==> src/rtl/vga_timing_pkg.sv <==
// Raster timing constants, colour/coordinate widths and a window-decode helper
// shared by the scanout block and its timing counter.
package vga_timing_pkg;

    localparam int unsigned H_ACTIVE = 640;
    localparam int unsigned H_FP     = 16;
    localparam int unsigned H_SYNC   = 96;
    localparam int unsigned H_BP     = 48;
    localparam int unsigned V_ACTIVE = 480;
    localparam int unsigned V_FP     = 10;
    localparam int unsigned V_SYNC   = 2;
    localparam int unsigned V_BP     = 33;

    localparam int unsigned H_TOTAL  = H_ACTIVE + H_FP + H_SYNC + H_BP;
    localparam int unsigned V_TOTAL  = V_ACTIVE + V_FP + V_SYNC + V_BP;

    localparam int unsigned COLOR_W  = 10;
    localparam int unsigned COORD_W  = 10;

    typedef logic [COLOR_W-1:0] chan_t;

    typedef struct packed {
        chan_t r;
        chan_t g;
        chan_t b;
    } rgb_t;

    // True when c lies in [lo, lo+len-1]; done in 32 bits so the bounds never truncate.
    function automatic logic in_window(input logic [COORD_W-1:0] c,
                                       input int unsigned lo,
                                       input int unsigned len);
        return (32'(c) >= lo) && (32'(c) < lo + len);
    endfunction

endpackage

==> src/rtl/vga_timing_counter.sv <==
// Horizontal/vertical raster counters with active-area and sync-window decode.
module vga_timing_counter
    import vga_timing_pkg::*;
#(
    parameter int unsigned H_ACTIVE = vga_timing_pkg::H_ACTIVE,
    parameter int unsigned H_FP     = vga_timing_pkg::H_FP,
    parameter int unsigned H_SYNC   = vga_timing_pkg::H_SYNC,
    parameter int unsigned H_BP     = vga_timing_pkg::H_BP,
    parameter int unsigned V_ACTIVE = vga_timing_pkg::V_ACTIVE,
    parameter int unsigned V_FP     = vga_timing_pkg::V_FP,
    parameter int unsigned V_SYNC   = vga_timing_pkg::V_SYNC,
    parameter int unsigned V_BP     = vga_timing_pkg::V_BP
) (
    input  logic               clk,
    input  logic               rst,
    input  logic               pix_en,
    output logic [COORD_W-1:0] hcnt,
    output logic [COORD_W-1:0] vcnt,
    output logic               active,
    output logic               hs_act,
    output logic               vs_act
);

    localparam logic [COORD_W-1:0] H_LAST = COORD_W'(H_ACTIVE + H_FP + H_SYNC + H_BP - 1);
    localparam logic [COORD_W-1:0] V_LAST = COORD_W'(V_ACTIVE + V_FP + V_SYNC + V_BP - 1);

    // Advance one pixel per strobe; the line wrap carries into the line counter.
    always_ff @(posedge clk) begin
        if (rst) begin
            hcnt <= '0;
            vcnt <= '0;
        end else if (pix_en) begin
            if (hcnt == H_LAST) begin
                hcnt <= '0;
                vcnt <= (vcnt == V_LAST) ? '0 : vcnt + 1'b1;
            end else begin
                hcnt <= hcnt + 1'b1;
            end
        end
    end

    // Decode the visible area and the two sync windows from the current position.
    always_comb begin
        active = in_window(hcnt, 0, H_ACTIVE) && in_window(vcnt, 0, V_ACTIVE);
        hs_act = in_window(hcnt, H_ACTIVE + H_FP, H_SYNC);
        vs_act = in_window(vcnt, V_ACTIVE + V_FP, V_SYNC);
    end

endmodule

==> src/rtl/vga_overlay_scanout.sv <==
// Scanout stage: publishes raster position to the overlay layers, merges the
// overlay result over the background and registers colour with sync/blank.
module vga_overlay_scanout
    import vga_timing_pkg::*;
#(
    parameter int unsigned H_ACTIVE = vga_timing_pkg::H_ACTIVE,
    parameter int unsigned H_FP     = vga_timing_pkg::H_FP,
    parameter int unsigned H_SYNC   = vga_timing_pkg::H_SYNC,
    parameter int unsigned H_BP     = vga_timing_pkg::H_BP,
    parameter int unsigned V_ACTIVE = vga_timing_pkg::V_ACTIVE,
    parameter int unsigned V_FP     = vga_timing_pkg::V_FP,
    parameter int unsigned V_SYNC   = vga_timing_pkg::V_SYNC,
    parameter int unsigned V_BP     = vga_timing_pkg::V_BP,
    parameter logic        SYNC_POL = 1'b0
) (
    input  logic               clk,
    input  logic               rst,
    input  logic               pix_en,
    output logic [COORD_W-1:0] px,
    output logic [COORD_W-1:0] py,
    input  logic [COLOR_W-1:0] ov_r,
    input  logic [COLOR_W-1:0] ov_g,
    input  logic [COLOR_W-1:0] ov_b,
    input  logic               ov_printed,
    input  logic [COLOR_W-1:0] bg_r,
    input  logic [COLOR_W-1:0] bg_g,
    input  logic [COLOR_W-1:0] bg_b,
    output logic [COLOR_W-1:0] vga_r,
    output logic [COLOR_W-1:0] vga_g,
    output logic [COLOR_W-1:0] vga_b,
    output logic               hsync,
    output logic               vsync,
    output logic               blank_n,
    output logic               frame_start
);

    logic [COORD_W-1:0] hcnt;
    logic [COORD_W-1:0] vcnt;
    logic               active;
    logic               hs_act;
    logic               vs_act;
    rgb_t               mix;

    vga_timing_counter #(
        .H_ACTIVE (H_ACTIVE),
        .H_FP     (H_FP),
        .H_SYNC   (H_SYNC),
        .H_BP     (H_BP),
        .V_ACTIVE (V_ACTIVE),
        .V_FP     (V_FP),
        .V_SYNC   (V_SYNC),
        .V_BP     (V_BP)
    ) u_timing (
        .clk    (clk),
        .rst    (rst),
        .pix_en (pix_en),
        .hcnt   (hcnt),
        .vcnt   (vcnt),
        .active (active),
        .hs_act (hs_act),
        .vs_act (vs_act)
    );

    assign px = hcnt;
    assign py = vcnt;

    // Overlay wins only on its printed flag; outside the visible area drive black.
    always_comb begin
        mix = '0;
        if (active) begin
            mix = ov_printed ? rgb_t'{ov_r, ov_g, ov_b} : rgb_t'{bg_r, bg_g, bg_b};
        end
    end

    // Single output stage keeps colour, sync and blank aligned one slot behind px/py.
    // frame_start is cleared on every non-strobe clk so it stays one clk wide.
    always_ff @(posedge clk) begin
        if (rst) begin
            vga_r       <= '0;
            vga_g       <= '0;
            vga_b       <= '0;
            hsync       <= ~SYNC_POL;
            vsync       <= ~SYNC_POL;
            blank_n     <= 1'b0;
            frame_start <= 1'b0;
        end else begin
            frame_start <= pix_en && (hcnt == '0) && (vcnt == '0);
            if (pix_en) begin
                vga_r   <= mix.r;
                vga_g   <= mix.g;
                vga_b   <= mix.b;
                hsync   <= hs_act ? SYNC_POL : ~SYNC_POL;
                vsync   <= vs_act ? SYNC_POL : ~SYNC_POL;
                blank_n <= active;
            end
        end
    end

endmodule

==> config.mk <==
export PLATFORM = sky130hd
export DESIGN_NAME = vga_overlay_scanout
export DESIGN_NICKNAME = d
export VERILOG_FILES = /design/src/rtl/vga_timing_pkg.sv /design/src/rtl/vga_timing_counter.sv /design/src/rtl/vga_overlay_scanout.sv
export SDC_FILE = /design/constraint.sdc
export NUM_CORES = 1
export LEC_CHECK = 0
export BUFFER_PORTS_ARGS = -buffer_cell sky130_fd_sc_hd__buf_2
export CAP_MARGIN = 40
export CORE_MARGIN = 8
export CORE_UTILIZATION = 28
export CTS_CLUSTER_SIZE = 16
export DETAILED_ROUTE_END_ITERATION = 8
export PLACE_DENSITY = 0.62
export SLEW_MARGIN = 20
export SYNTH_ARGS = -nofsm -noshare
export SYNTH_HDL_FRONTEND = slang
export SYNTH_HIERARCHICAL = 1
export SYNTH_SLANG_ARGS = --single-unit
==> constraint.sdc <==
create_clock -name clk -period 2.35 [get_ports clk]
set_input_delay 0.1175 -clock clk [delete_from_list [all_inputs] [get_ports clk]]
set_output_delay 0.1175 -clock clk [all_outputs]
set_load 0.01 [all_outputs]
==> impl_metrics.py <==
metrics = {
    "grt": {
        "grt_pass1_vias": 2476,
        "grt_first_pass_wirelength_mm": 12.0,
        "grt_max_degree": 31,
        "grt_overflow": 0,
        "grt_antenna_before_repair": 0,
        "gr-usage-all-layers": 0.111,
    },
    "logic_synthesis": {
        "ys_seq_area_frac": 0.407,
        "synth_cell_types": 48,
        "synth.largest_area_cell": "dfxtp_1",
        "synth_cells": 282,
        "synth_top_family_by_area": "simple AND/OR/NAND/NOR gates",
        "synth-compound-area-share": 0.145,
        "async_flop_share": 0,
        "synth_seq_cells": 54,
        "synthAdderAreaFrac": 0.0188,
        "synth_area_leaders": "dfxtp_1 (41%), a22oi_1 (9.3%), mux2_2 (7.2%), nor2_1 (6.1%), mux2_1 (5.5%)",
        "synth_top_area_share": 0.407,
        "synth_flop_cell": "dfxtp_1",
        "synthSimpleGateAreaFrac": 0.218,
        "yosysWarnings": 6,
        "synthesis.nets": 350,
        "synth_edf_count": 0,
        "syn_avg_cell_area_um2": 9.43,
        "netlist_area_um2": 2660,
        "synthMuxAreaShare": 0.131,
        "synth_xor_area_frac": 0.0296,
    },
    "layout": {
        "final_cell_mix": "buf_2 (117), dfxtp_1 (54), nor2_1 (43)",
        "final_nets": 464,
        "area_delta_synth_final_pct": 31.1,
        "drive_gt1_frac": 0.401,
        "final_cells": 526,
        "antenna_cells": 0,
        "fin_util": 0.377,
        "fillerInstances": 966,
        "final_common_cell": "buf_2",
    },
    "clocking": {
        "hold_buffers": 0,
        "post-cts-setup-buffer-count": 0,
        "ctsResizeCount": 0,
        "cts_num_sinks": 54,
        "cts_tree": "yes",
        "cts_buffers": 5,
        "clock_latency_ns": 0.31,
        "path_clk_slew_ns": 0.10,
        "cts_root_buffer": "clkbuf_8",
        "htreeDepth": 2,
        "clk_path_buf_depth": 2,
    },
    "worst_setup_path": {
        "worstPathCellList": "ha_1, and4_1, nand4_4, or4_4, o211ai_1",
        "critPathLaunch": "u_timing/hcnt[0]",
        "endpoint_kind": "register",
        "startpoint_type": "register",
        "path_max_fanout": 10,
        "ff2ff_setup_slack_ns": 0.26,
        "endpoint": "u_timing/vcnt[9]",
        "slowest_stage": "or4_4",
        "critPathArrivalTime_ns": 2.32,
        "critical-path-top-delay-family": "simple AND/OR/NAND/NOR gates",
        "path_class": "register to register",
        "crit_required_ns": 2.58,
        "reg2reg_from": "u_timing/hcnt[0]",
        "cp_num_cells": 5,
        "cp_num_buf_inv": 0,
        "worst_r2r_endpoint": "u_timing/vcnt[9]",
        "r2r_cells": 5,
        "cp_slowest_stage_delay_ns": 0.58,
    },
    "timing": {
        "setup_viol": 0,
        "hold_viol_final": 0,
        "clock_skew_ns": 0.0127,
        "fin_crit_sh": 0.891,
        "drv_slew": 0,
        "setup_slack_ns": 0.256,
        "max_freq_mhz": 478,
        "rsz0062_at_grt": "false",
        "tns_ns": 0,
        "maxSlewHeadroom": 0.568,
        "worst_pin_slew_ns": 0.648,
        "fin_crit_ns": 2.09,
    },
    "routing": {
        "drtPass1Iterations": 4,
        "avgRoutedWirePerCell_um": 14.1,
        "drtAntennaViolNets": 0,
        "drtIter0Drc": 71,
        "vias": 2492,
        "drt-total-wl_mm": 7.44,
        "drc": 0,
        "vias_per_cell": 4.74,
    },
    "floorplan": {
        "io_pins": 118,
        "initial_utilization": 0.288,
        "die_height_um": 113,
        "std_cell_rows": 35,
        "die_area_um2": 12900,
        "die_x_um": 113,
        "coreArea_um2": 9240,
    },
    "hold_path": {
        "hp-class": "input pin to register",
    },
    "placement": {
        "hpwl_mm": 5.79,
        "port_buffers": 117,
        "place_inst": 518,
        "place.gp.congestion": 0.790,
        "pre_cts_ws_ns": 0.284,
    },
    "job": {
        "drv_cap": 0,
    },
    "status": {
        "status": "finished clean",
    },
    "power": {
        "power_mw": 1.89,
        "cellLeakagePower_nw": 1.58,
        "powerDensity_nw_per_um2": 542,
        "ir_worst_vdd_uv": 333,
    },
}
-- flip-flops by register name, summed over array words and instances (netlist names) --
name and flops:
vga_r 10, hsync 1, u_timing/hcnt 10, vga_g 10, frame_start 1, vga_b 10
vsync 1, blank_n 1, u_timing/vcnt 10
-- kinds of logic after synthesis --
logic type / count (synthesis)
adders and majority gates: 4
and+or+nand+nor: 105
buffers and inverters: 24
AOI/OAI and AO/OA: 55
muxes: 31
xor gates and xnor gates: 9
DFF: 54
-- worst min-delay path, stage by stage --
cell,delay (ns)
buf_2,0.07
mux2_1,0.11
a22oi_1,0.06
nor2_1,0.07
-- cell type report --
type / instances / area (um^2) / area share
timing repair buffer: 125 / 661 / 0.190
clock inverter: 3 / 48.8 / 0.0140
sequential: 54 / 1080 / 0.310
clock buffer: 5 / 68.8 / 0.0197
multi-input combinational: 204 / 1440 / 0.414
inverter: 6 / 22.5 / 0.00646
tap: 129 / 161 / 0.0463
-- report_power, final --
group | switching [mW] | total [mW] | internal (mW)
clock network | 0.320 | 0.645 | 0.325
registers | 0.0214 | 0.974 | 0.953
logic | 0.133 | 0.269 | 0.136
total | 0.475 | 1.89 | 1.41
-- through the flow --
stage	area [um^2]	hold WS [ns]
floorplan	2660	0.254
global placement	3340	0.462
detailed placement	3370	0.469
CTS	3490	0.147
global route	3490	0.153
finish	3490	0.158
-- Yosys cell counts, types with 2 or more instances --
cell	instances
inv_1	6
buf_6	4
buf_4	3
or3_1	2
a22oi_1	33
o21ai_0	8
nor2b_1	2
nor4_1	4
mux2_2	17
dfxtp_1	54
ha_1	4
or4_1	2
mux2_1	13
nand2_1	12
xor2_1	6
and4_1	4
xnor2_1	3
buf_2	3
a21oi_1	5
and3_1	4
or2_2	2
clkbuf_1	8
nor2_1	43
nand2b_1	3
or4_4	2
nand4_1	2
nor3_1	3
nand3_1	9
o211ai_1	2
-- worst min path at each step --
stage	start	to	slack [ns]	cells past startpoint
floorplan	pix_en	u_timing/hcnt[0]	0.25	2
global placement	vsync	vsync	0.46	2
detailed placement	hsync	hsync	0.47	2
CTS	bg_r[9]	vga_r[9]	0.15	4
global route	bg_r[9]	vga_r[9]	0.15	4
finish	bg_r[9]	vga_r[9]	0.16	4
-- routing by layer --
| metal | GRT usage | vias up | part of all wire |
|---|---|---|---|
| met5 | 0 | - | 0 |
| met4 | 0.0213 | 0 | 0.0051 |
| met3 | 0.0449 | 5 | 0.094 |
| met2 | 0.200 | 79 | 0.49 |
| met1 | 0.121 | 1163 | 0.42 |
| li1 | - | 1245 | - |
No activity file was read; power rests on OpenSTA's default activity.
